File: src/rtl/arf_pkg.sv
// Shared constants, state encoding and saturation helper for the arithmetic block family.
package arf_pkg;

  localparam int unsigned ARF_DATA_W      = 32;
  localparam int unsigned ARF_SHIFT_WIDTH = 8;
  localparam int unsigned ARF_APPROX_BITS = 8;
  localparam int unsigned ARF_CNT_W       = 6;

  typedef enum logic [1:0] {
    ST_IDLE = 2'd0,
    ST_RUN  = 2'd1,
    ST_DONE = 2'd2
  } div_state_e;

  // Largest representable result carrying the given sign.
  function automatic logic [ARF_DATA_W-1:0] sat_limit(input logic neg);
    return neg ? 32'h8000_0000 : 32'h7FFF_FFFF;
  endfunction

endpackage

File: src/rtl/div_step.sv
// One radix-2 restoring division step: shift in a dividend bit, trial subtract, keep or restore.
module div_step
  import arf_pkg::*;
(
  input  logic [ARF_DATA_W-1:0] rem,
  input  logic                  dvd_bit,
  input  logic [ARF_DATA_W-1:0] dvs,
  output logic [ARF_DATA_W-1:0] rem_nxt_c,
  output logic                  q_bit_c
);

  logic [ARF_DATA_W:0] shifted;
  logic [ARF_DATA_W:0] trial;

  // Remainder stays below the divisor, so 33 bits hold the shifted value and the borrow.
  always_comb begin
    shifted   = {rem, dvd_bit};
    trial     = shifted - {1'b0, dvs};
    q_bit_c   = ~trial[ARF_DATA_W];
    rem_nxt_c = q_bit_c ? trial[ARF_DATA_W-1:0] : shifted[ARF_DATA_W-1:0];
  end

endmodule

File: src/rtl/div_seq.sv
// Sequential signed fixed-point divider: out = trunc((in_0 << SHIFT_WIDTH) / in_1), saturated.
// Define ARF_APPROX_DIV_EN to skip the low APPROX_BITS quotient bits for a shorter run.
module div_seq
  import arf_pkg::*;
#(
  parameter int unsigned SHIFT_WIDTH = ARF_SHIFT_WIDTH,
  parameter int unsigned APPROX_BITS = ARF_APPROX_BITS
) (
  input  logic        clk,
  input  logic        rst_n,
  input  logic        in_valid,
  output logic        in_ready,
  input  logic [31:0] in_0,
  input  logic [31:0] in_1,
  output logic        out_valid,
  input  logic        out_ready,
  output logic [31:0] out,
  output logic        div_zero,
  output logic        busy
);

  localparam int unsigned N = ARF_DATA_W + SHIFT_WIDTH;
`ifdef ARF_APPROX_DIV_EN
  localparam bit APPROX_EN = 1'b1;
`else
  localparam bit APPROX_EN = 1'b0;
`endif
  localparam int unsigned SKIP  = APPROX_EN ? APPROX_BITS : 0;
  localparam int unsigned STEPS = N - SKIP;

  div_state_e            state;
  logic [ARF_CNT_W-1:0]  cnt;
  logic [N-1:0]          dvd;
  logic [N-1:0]          quot;
  logic [N-1:0]          quot_full;
  logic [ARF_DATA_W-1:0] dvs;
  logic [ARF_DATA_W-1:0] rem;
  logic [ARF_DATA_W-1:0] rem_nxt;
  logic                  q_bit;
  logic                  a_neg;
  logic                  res_neg;
  logic                  dvs_zero;
  logic [ARF_DATA_W-1:0] mag_a;
  logic [ARF_DATA_W-1:0] mag_b;
  logic [ARF_DATA_W-1:0] res;

  // Operand magnitudes; 0x80000000 maps to 2^31, which still fits unsigned.
  always_comb begin
    mag_a = in_0[31] ? 32'(-in_0) : in_0;
    mag_b = in_1[31] ? 32'(-in_1) : in_1;
  end

  div_step u_div_step (
    .rem       (rem),
    .dvd_bit   (dvd[N-1]),
    .dvs       (dvs),
    .rem_nxt_c (rem_nxt),
    .q_bit_c   (q_bit)
  );

  // Skipped low bits (approximate mode) read as zero; sign applied after saturation check.
  always_comb begin
    quot_full = quot << SKIP;
    res       = quot_full[ARF_DATA_W-1:0];
    if (dvs_zero) begin
      res = sat_limit(a_neg);
    end else if (!res_neg && (quot_full > N'(32'h7FFF_FFFF))) begin
      res = sat_limit(1'b0);
    end else if (res_neg && (quot_full > N'(32'h8000_0000))) begin
      res = sat_limit(1'b1);
    end else if (res_neg) begin
      res = 32'(-quot_full[ARF_DATA_W-1:0]);
    end
  end

  // Control FSM and datapath registers; result is latched on the first DONE cycle.
  always_ff @(posedge clk or negedge rst_n) begin
    if (!rst_n) begin
      state     <= ST_IDLE;
      cnt       <= '0;
      dvd       <= '0;
      quot      <= '0;
      dvs       <= '0;
      rem       <= '0;
      a_neg     <= 1'b0;
      res_neg   <= 1'b0;
      dvs_zero  <= 1'b0;
      in_ready  <= 1'b0;
      out_valid <= 1'b0;
      out       <= '0;
      div_zero  <= 1'b0;
      busy      <= 1'b0;
    end else begin
      case (state)
        ST_IDLE: begin
          in_ready <= 1'b1;
          if (in_valid && in_ready) begin
            dvd      <= N'(mag_a) << SHIFT_WIDTH;
            dvs      <= mag_b;
            rem      <= '0;
            quot     <= '0;
            cnt      <= '0;
            a_neg    <= in_0[31];
            res_neg  <= in_0[31] ^ in_1[31];
            dvs_zero <= (in_1 == '0);
            in_ready <= 1'b0;
            busy     <= 1'b1;
            state    <= ST_RUN;
          end
        end
        ST_RUN: begin
          // A zero divisor spends a single cycle here without stepping.
          if (!dvs_zero) begin
            dvd  <= dvd << 1;
            rem  <= rem_nxt;
            quot <= {quot[N-2:0], q_bit};
          end
          cnt <= cnt + ARF_CNT_W'(1);
          if (dvs_zero || (cnt == ARF_CNT_W'(STEPS - 1))) begin
            state <= ST_DONE;
          end
        end
        ST_DONE: begin
          if (!out_valid) begin
            out       <= res;
            div_zero  <= dvs_zero;
            out_valid <= 1'b1;
          end else if (out_ready) begin
            out_valid <= 1'b0;
            div_zero  <= 1'b0;
            busy      <= 1'b0;
            in_ready  <= 1'b1;
            state     <= ST_IDLE;
          end
        end
        default: begin
          state <= ST_IDLE;
        end
      endcase
    end
  end

endmodule

File: config.mk
export PLATFORM = sky130hd
export DESIGN_NAME = div_seq
export DESIGN_NICKNAME = d
export VERILOG_FILES = /design/src/rtl/arf_pkg.sv /design/src/rtl/div_step.sv /design/src/rtl/div_seq.sv
export SDC_FILE = /design/constraint.sdc
export NUM_CORES = 1
export LEC_CHECK = 0
export BUFFER_PORTS_ARGS = -buffer_cell sky130_fd_sc_hd__buf_2
export CAP_MARGIN = 10
export CORE_UTILIZATION = 40
export CTS_CLUSTER_DIAMETER = 150
export CTS_CLUSTER_SIZE = 28
export DETAILED_ROUTE_END_ITERATION = 8
export GPL_TIMING_DRIVEN = 0
export HOLD_SLACK_MARGIN = 0.15
export PLACE_DENSITY = 0.62
export SETUP_SLACK_MARGIN = 0.02
export SYNTH_ARGS = -nofsm -noshare
export SYNTH_HDL_FRONTEND = slang
export SYNTH_HIERARCHICAL = 1
export SYNTH_SLANG_ARGS = --single-unit
File: constraint.sdc
create_clock -name clk -period 9.75 [get_ports clk]
set_clock_uncertainty 0.1 [all_clocks]
set_input_delay 0.4875 -clock clk [delete_from_list [all_inputs] [get_ports clk]]
set_output_delay 0.4875 -clock clk [all_outputs]
set_load 0.01 [all_outputs]
==> results of run 1 <==
-- worst max path at each step --
stage                       start  endpoint  slack (ns)  cells past startpoint
after floorplan            dvs[0]   rem[10]        6.24                     15
after global placement      rst_n   dvd[12]        4.97                      1
after detailed placement  dvd[39]   rem[27]        5.70                     16
after CTS                 dvd[39]   rem[30]        5.68                     16
after global routing      dvd[39]   rem[14]        5.49                     16
final                     dvd[39]   rem[30]        5.63                     16
-- layer usage --
metal  part of all wire, %  wire [µm]  global-route usage, %
met4                   1.8        552                  6.822
met5                     0          0                      0
met2                    47      14880                  35.37
met3                   3.6       1128                  2.177
met1                    47      14910                  29.54
-- cells by family after synthesis --
kind of cell             Yosys count
adder cells (fa/ha/maj)           37
AND/OR/NAND/NOR                  367
flip-flops                       183
XOR/XNOR                          96
multiplexers                      40
buffers and inverters            130
AO/OA/AOI/OAI                    409
-- flip-flops by register name (all words and copies together) (netlist names), 2 cells and up --
name   flops
rem       32
dvs       32
cnt        6
quot      40
dvd       32
state      2
out       32
-- what timing repair did --
item,in CTS,in global routing
hold endpoints to repair,91,0
hold buffers,1,0
setup endpoints to repair,0,0
gates resized for setup,0,0
-- critical path: cells and delay by family (launching register included) --
family | cells | cell delay [ns]
flip-flops | 1 | 0.42
multiplexers | 2 | 0.69
AND/OR/NAND/NOR | 3 | 0.58
AO/OA/AOI/OAI | 5 | 1.17
adder cells (fa/ha/maj) | 2 | 0.62
buffers and inverters | 4 | 0.40
-- cell usage after synthesis, types with 3 or more instances --
cell | number | area (µm²)
ha_1 | 36 | 450.4
buf_2 | 5 | 25.02
or2_2 | 4 | 25.02
a211oi_1 | 22 | 165.2
o41ai_1 | 17 | 148.9
buf_12 | 3 | 60.06
o211ai_1 | 6 | 45.04
mux2i_1 | 14 | 140.1
nand3_1 | 29 | 145.1
inv_1 | 46 | 172.7
nor3b_1 | 10 | 75.07
or4b_1 | 4 | 40.04
a31oi_1 | 9 | 56.30
a21oi_1 | 64 | 320.3
nand2b_1 | 6 | 37.54
mux2_2 | 6 | 67.56
o31ai_1 | 27 | 202.7
o21bai_1 | 4 | 30.03
nor2_1 | 68 | 255.2
o22ai_1 | 5 | 31.28
clkbuf_1 | 62 | 232.7
mux2_4 | 19 | 285.3
and3_1 | 10 | 62.56
nor3_1 | 26 | 130.1
xor2_1 | 63 | 551.8
nor4_1 | 13 | 81.33
a22o_1 | 75 | 656.9
o2111ai_1 | 4 | 35.03
buf_4 | 3 | 22.52
nand4_1 | 14 | 87.58
o21a_1 | 7 | 52.55
xnor2_1 | 33 | 289.0
buf_1 | 5 | 18.77
dfrtp_1 | 183 | 4579
or3_1 | 26 | 162.7
a21boi_0 | 4 | 30.03
nor2b_1 | 8 | 50.05
or4_1 | 21 | 157.7
nand2_1 | 106 | 397.9
a21o_1 | 18 | 135.1
o21ai_0 | 119 | 595.6
-- final cells by class --
class	instances	area, µm²
clock buffer	18	429.2
multi-input combinational	949	6526
inverter	47	183.9
tap	384	480.5
fill	2860	15360
buffer	83	407.9
clock inverter	14	183.9
sequential	183	4579
timing repair buffer	103	553.0
-- stage by stage --
stage          setup WS (ns)  cells  hold WS (ns)
2_1_floorplan          6.242   1262       0.09191
3_3_place_gp           4.973   1747        0.3605
3_5_place_dp           5.699   1748        0.3701
4_1_cts                5.675   1781        0.2258
5_1_grt                5.490   1781        0.2464
6_report               5.634   1781        0.2357
-- power by group through the flow --
| stage | clock, mW | sequential [mW] | combinational [mW] |
|---|---|---|---|
| floorplan | 0 | 1.24 | 2.27 |
| global placement | 0 | 1.26 | 2.93 |
| detailed placement | 0 | 1.26 | 2.98 |
| CTS | 0.733 | 1.25 | 2.99 |
| global route | 0.764 | 1.29 | 3.30 |
| finish | 0.717 | 1.25 | 2.99 |
==> flow_summary.yaml, run 1 <==
worst_hold_path:
  whs_path_depth: 3
  min_path_type: "in -> reg"
  hp-start: "in_0[0]"
  hold_end: "dvd[8]"
critical_path:
  crit_path_start_kind: "flop"
  setup.worst_path.end_class: "flop"
  r2r_start: "dvd[39]"
  slowest_delay_ns: 0.42
  crit_required_ns: 9.97
  r2r_slack_ns: 5.63
  worstSetupPathType: "reg -> reg"
  worst_path_max_delay_cell: "dfrtp_1"
  arrival_ns: 4.34
  crit_top_cell: "buf_12"
  ff2ff_path_depth: 16
  crit_path_max_fanout: 10
  path_cells: "inv_1, ha_1, fa_1, and2b_1, o2111ai_2, a21oi_2, o2111ai_1, a211oi_2, nor2_4, mux2i_4, and2_4, buf_12, inv_8, buf_12, mux2_4, a22o_1"
  timing.rr.end: "rem[30]"
pwr:
  p_comb_share_pct: 60.3
  power_switching_mw: 2.199
  power_frac_seq_pct: 25.2
  switching_share_pct: 44.31
  max-vdd-ir-drop_mv: 0.1574
  p_per_area_nw_per_um2: 371.9
  intPower_mw: 2.764
  clockPowerShare_pct: 14.5
  power_mw: 4.962
  power.leakage_nw: 5.995
sta:
  rsz0062_at_grt: "false"
  fmax_mhz: 242.9
  fin_crit_ns: 4.116
  period_share_pct: 42.22
  worst_pin_slew_ns: 0.9430
  hold_viol_final: 0
  slew-limit-headroom_pct: 36.65
  setup_viol_count_final: 0
  tns_ns: 0
  slew_viol_final: 0
yosys:
  synth_area_um2: 11690
  synth_xor_area_share_pct: 7.191
  syn-num-nets: 1367
  yosys_warnings: 6
  synth_adder_area_share_pct: 4.024
  syn_avg_cell_area_um2: 9.265
  synth-main-ff-cell: "dfrtp_1"
  yosysUniqueCellTypes: 87
  netlist_instances: 1262
  synthMuxAreaShare_pct: 4.409
  synth_seq_cells: 183
  synth_compound_area_share_pct: 23.81
  postSynth.asyncResetShare_pct: 100.0
  synth_top_family_by_area: "compound AO/OA/AOI/OAI gates"
  seq_area_frac_synth_pct: 39.17
  synth-simple-area-share_pct: 16.34
  synth-edff-count: 0
floorplan:
  core_um2: 28700
  row_count: 62
  die_w_um: 173.0
  pin_count: 104
  die_y_um: 173.0
  start_util_pct: 40.74
  dieArea_um2: 29920
placed_design:
  place_hpwl_mm: 23.00
  io_buffer_count: 101
  dpl_cell_area_um2: 12720
  place.gp.congestion: 0.8700
cells_and_area:
  final_util_pct: 46.49
  final_nets: 1489
  n_antenna_cell: 0
  mostFrequentLayoutCells: "183 x dfrtp_1, 119 x o21ai_0, 106 x nand2_1"
  fin_area_um2: 13340
  area_delta_synth_final_pct: 14.12
  drive_above_1_share_pct: 14.32
  layout_commonest_cell: "dfrtp_1"
clock_network:
  cts_buffers: 17
  cts_tree: "built"
  postCtsSetupRepairBufs: 0
  cts_root_buffer: "clkbuf_16"
  cts_sinks: 183
  clock_latency_ns: 0.44
  cts_buffer_depth: 2
  clkTransAtPathRegs_ns: 0.08
  htreeDepth: 4
route:
  drc_errors: 0
  vias_per_cell: 5.703
  detail-route-antenna-nets: 0
  firstDrtPassIters: 5
  via_count: 10157
  drt_wl_total_mm: 31.48
  drt_iter0_markers: 799
  wire_per_inst_um: 17.67
global_route:
  gr-total-overflow: 0
  grt_first_pass_wirelength_mm: 52.10
  antenna_found_initial: 0
  grt_pass1_vias: 10033
  grt_max_degree: 93
  grt_use_total_pct: 21.44
job:
  max_cap_violations: 0
run_status:
  status: "finished clean"
(Power assumes the default switching activity.)
==> inputs of run 2 (changes only) <==
==> constraint.sdc (replaced) <==
create_clock -name clk -period 3.8 [get_ports clk]
set_clock_uncertainty 0.1 [all_clocks]
set_input_delay 0.19 -clock clk [delete_from_list [all_inputs] [get_ports clk]]
set_output_delay 0.19 -clock clk [all_outputs]
set_load 0.01 [all_outputs]
==> run 2 against run 1 <==
  * Clock power grew to 2.6 times the previous value
  * Routed wire length grew 3.9%
  * Worst hold slack worse by 0.081 ns
  * Core utilization rose by 3.3 points
  * Sequential power grew to 2.6 times the previous value
  * Largest cell class unchanged
  * Largest power group unchanged
==> flow_summary.yaml, run 2 (synthesis results as in run 1) <==
run_status:
  status: "finished clean"
clock_network:
  clock_latency_ns: 0.44
  cts_buffer_depth: 2
  htreeDepth: 4
  cts_root_buffer: "clkbuf_16"
  cts_buffers: 17
  cts_tree: "built"
  clkTransAtPathRegs_ns: 0.08
  cts_sinks: 183
critical_path:
  worst_path_max_delay_cell: "dfrtp_1"
  path_cells: "inv_2, ha_4, fa_2, and2b_1, o2111ai_2, a21oi_2, o2111ai_2, a211oi_2, nor2_4, mux2i_4, and2_4, buf_12, clkinv_16, clkbuf_16, mux2_4, a22o_1"
  cp_top_family: "compound AO/OA/AOI/OAI gates"
  setup.worst_path.end_class: "flop"
  crit_path_start_kind: "flop"
  slowest_delay_ns: 0.40
  arrival_ns: 3.89
  crit_top_cell: "o2111ai_2"
  crit_required_ns: 4.03
  critPathBufInv: 4
  worstSetupPathType: "reg -> reg"
  crit_path_max_fanout: 8
global_route:
  grt_first_pass_wirelength_mm: 53.62
  grt_use_total_pct: 22.02
  globalRouteMet3Util_pct: 2.243
  gr-total-overflow: 0
  grt_max_degree: 93
  busiest_layer: "met2"
  antenna_found_initial: 0
  grtUsageMet2_pct: 36.93
  grt_pass1_vias: 10461
  use_met1_pct: 29.85
pwr:
  power_mw: 13.20
  p_per_area_nw_per_um2: 924.3
  power.leakage_nw: 6.381
  max-vdd-ir-drop_mv: 0.4086
route:
  drt_wl_total_mm: 32.69
  drt_iter0_markers: 754
  vias_per_cell: 5.622
  via_count: 10514
  firstDrtPassIters: 5
  drc_errors: 0
  detail-route-antenna-nets: 0
  wire_per_inst_um: 17.48
sta:
  rsz0062_at_grt: "false"
  slew-limit-headroom_pct: 32.73
  fin_crit_ns: 3.652
  period_share_pct: 96.12
  fmax_mhz: 273.8
  setup_viol_count_final: 0
  worst_pin_slew_ns: 1.001
  slew_viol_final: 0
  hold_viol_final: 0
placed_design:
  dpl_cell_area_um2: 12720
  place.gp.congestion: 0.8700
  place_hpwl_mm: 23.00
  io_buffer_count: 101
floorplan:
  row_count: 62
  start_util_pct: 40.74
  dieArea_um2: 29920
  core_um2: 28700
  pin_count: 104
  die_y_um: 173.0
  die_w_um: 173.0
cells_and_area:
  fin_area_um2: 14290
  drive_above_1_share_pct: 14.40
  largest_reg_flops: 40
  mostFrequentLayoutCells: "183 x dfrtp_1, 119 x o21ai_0, 106 x nand2_1"
  n_antenna_cell: 0
  final_nets: 1578
  regMostFlops: "quot"
  layout_commonest_cell: "dfrtp_1"
  area_delta_synth_final_pct: 22.17
worst_hold_path:
  min_path_type: "in -> reg"
job:
  max_cap_violations: 0
## run 2: area by class of cell
cell class                 instances  area, µm²
buffer                            83      407.9
sequential                       183       4579
tap                              384      480.5
multi-input combinational        949       6548
timing repair buffer             192       1454
inverter                          47      202.7
clock buffer                      18      429.2
fill                            2764      14420
clock inverter                    14      183.9
## run 2: metal layers
layer / vias up / wire [µm]
met5: - / 0
met4: 0 / 607
met3: 37 / 1222
met2: 281 / 15520
met1: 5116 / 15340
li1: 5080 / -
## run 2: where the power goes
group          switching, mW  internal, mW  total [mW]
logic                   4.39          3.75        8.14
registers              0.512          2.70        3.21
clock network          0.902         0.950        1.85
## run 2: final timing paths
path	from	cells past startpoint	to	slack [ns]
setup / recovery	dvd[39]	16	rem[10]	0.15
hold / removal	in_0[3]	5	dvd[11]	0.15
setup reg to reg	dvd[39]	16	rem[10]	0.15
hold reg to reg	dvs[2]	2	dvs[2]	0.38
max in group asynchronous	rst_n	3	cnt[1]	2.49
min in group asynchronous	rst_n	2	dvs[24]	0.23
## run 2: tightest hold or removal path: cells and delay by family
kind / cells / cell delay, ns
buf+inv: 1 / 0.11
compound gates: 2 / 0.21
simple gates: 1 / 0.08
xor+xnor: 1 / 0.07
## run 2: stage by stage
stage	utilization, %	cells	setup TNS [ns]	hold WS (ns)	setup WS (ns)
after global routing	49.77	1870	0	0.1777	0.02936
after floorplan	-	1262	0	-0.2056	0.2920
after detailed placement	44.32	1748	-4.811	0.1569	-0.2506
after global placement	44.17	1747	-126.54	0.3605	-0.6800
after CTS	49.29	1861	0	0.1576	0.03092
final	49.77	1870	0	0.1550	0.1476
## run 2: repair_timing
| action | CTS | global route |
|---|---|---|
| pin swaps | 2 | 7 |
| cloned | 0 | 2 |
| endpoints found under the hold margin | 157 | 0 |
| resized for setup | 1 | 8 |
| setup buffers | 1 | 7 |
| hold buffers | 80 | 0 |
| setup endpoints to repair | 23 | 23 |
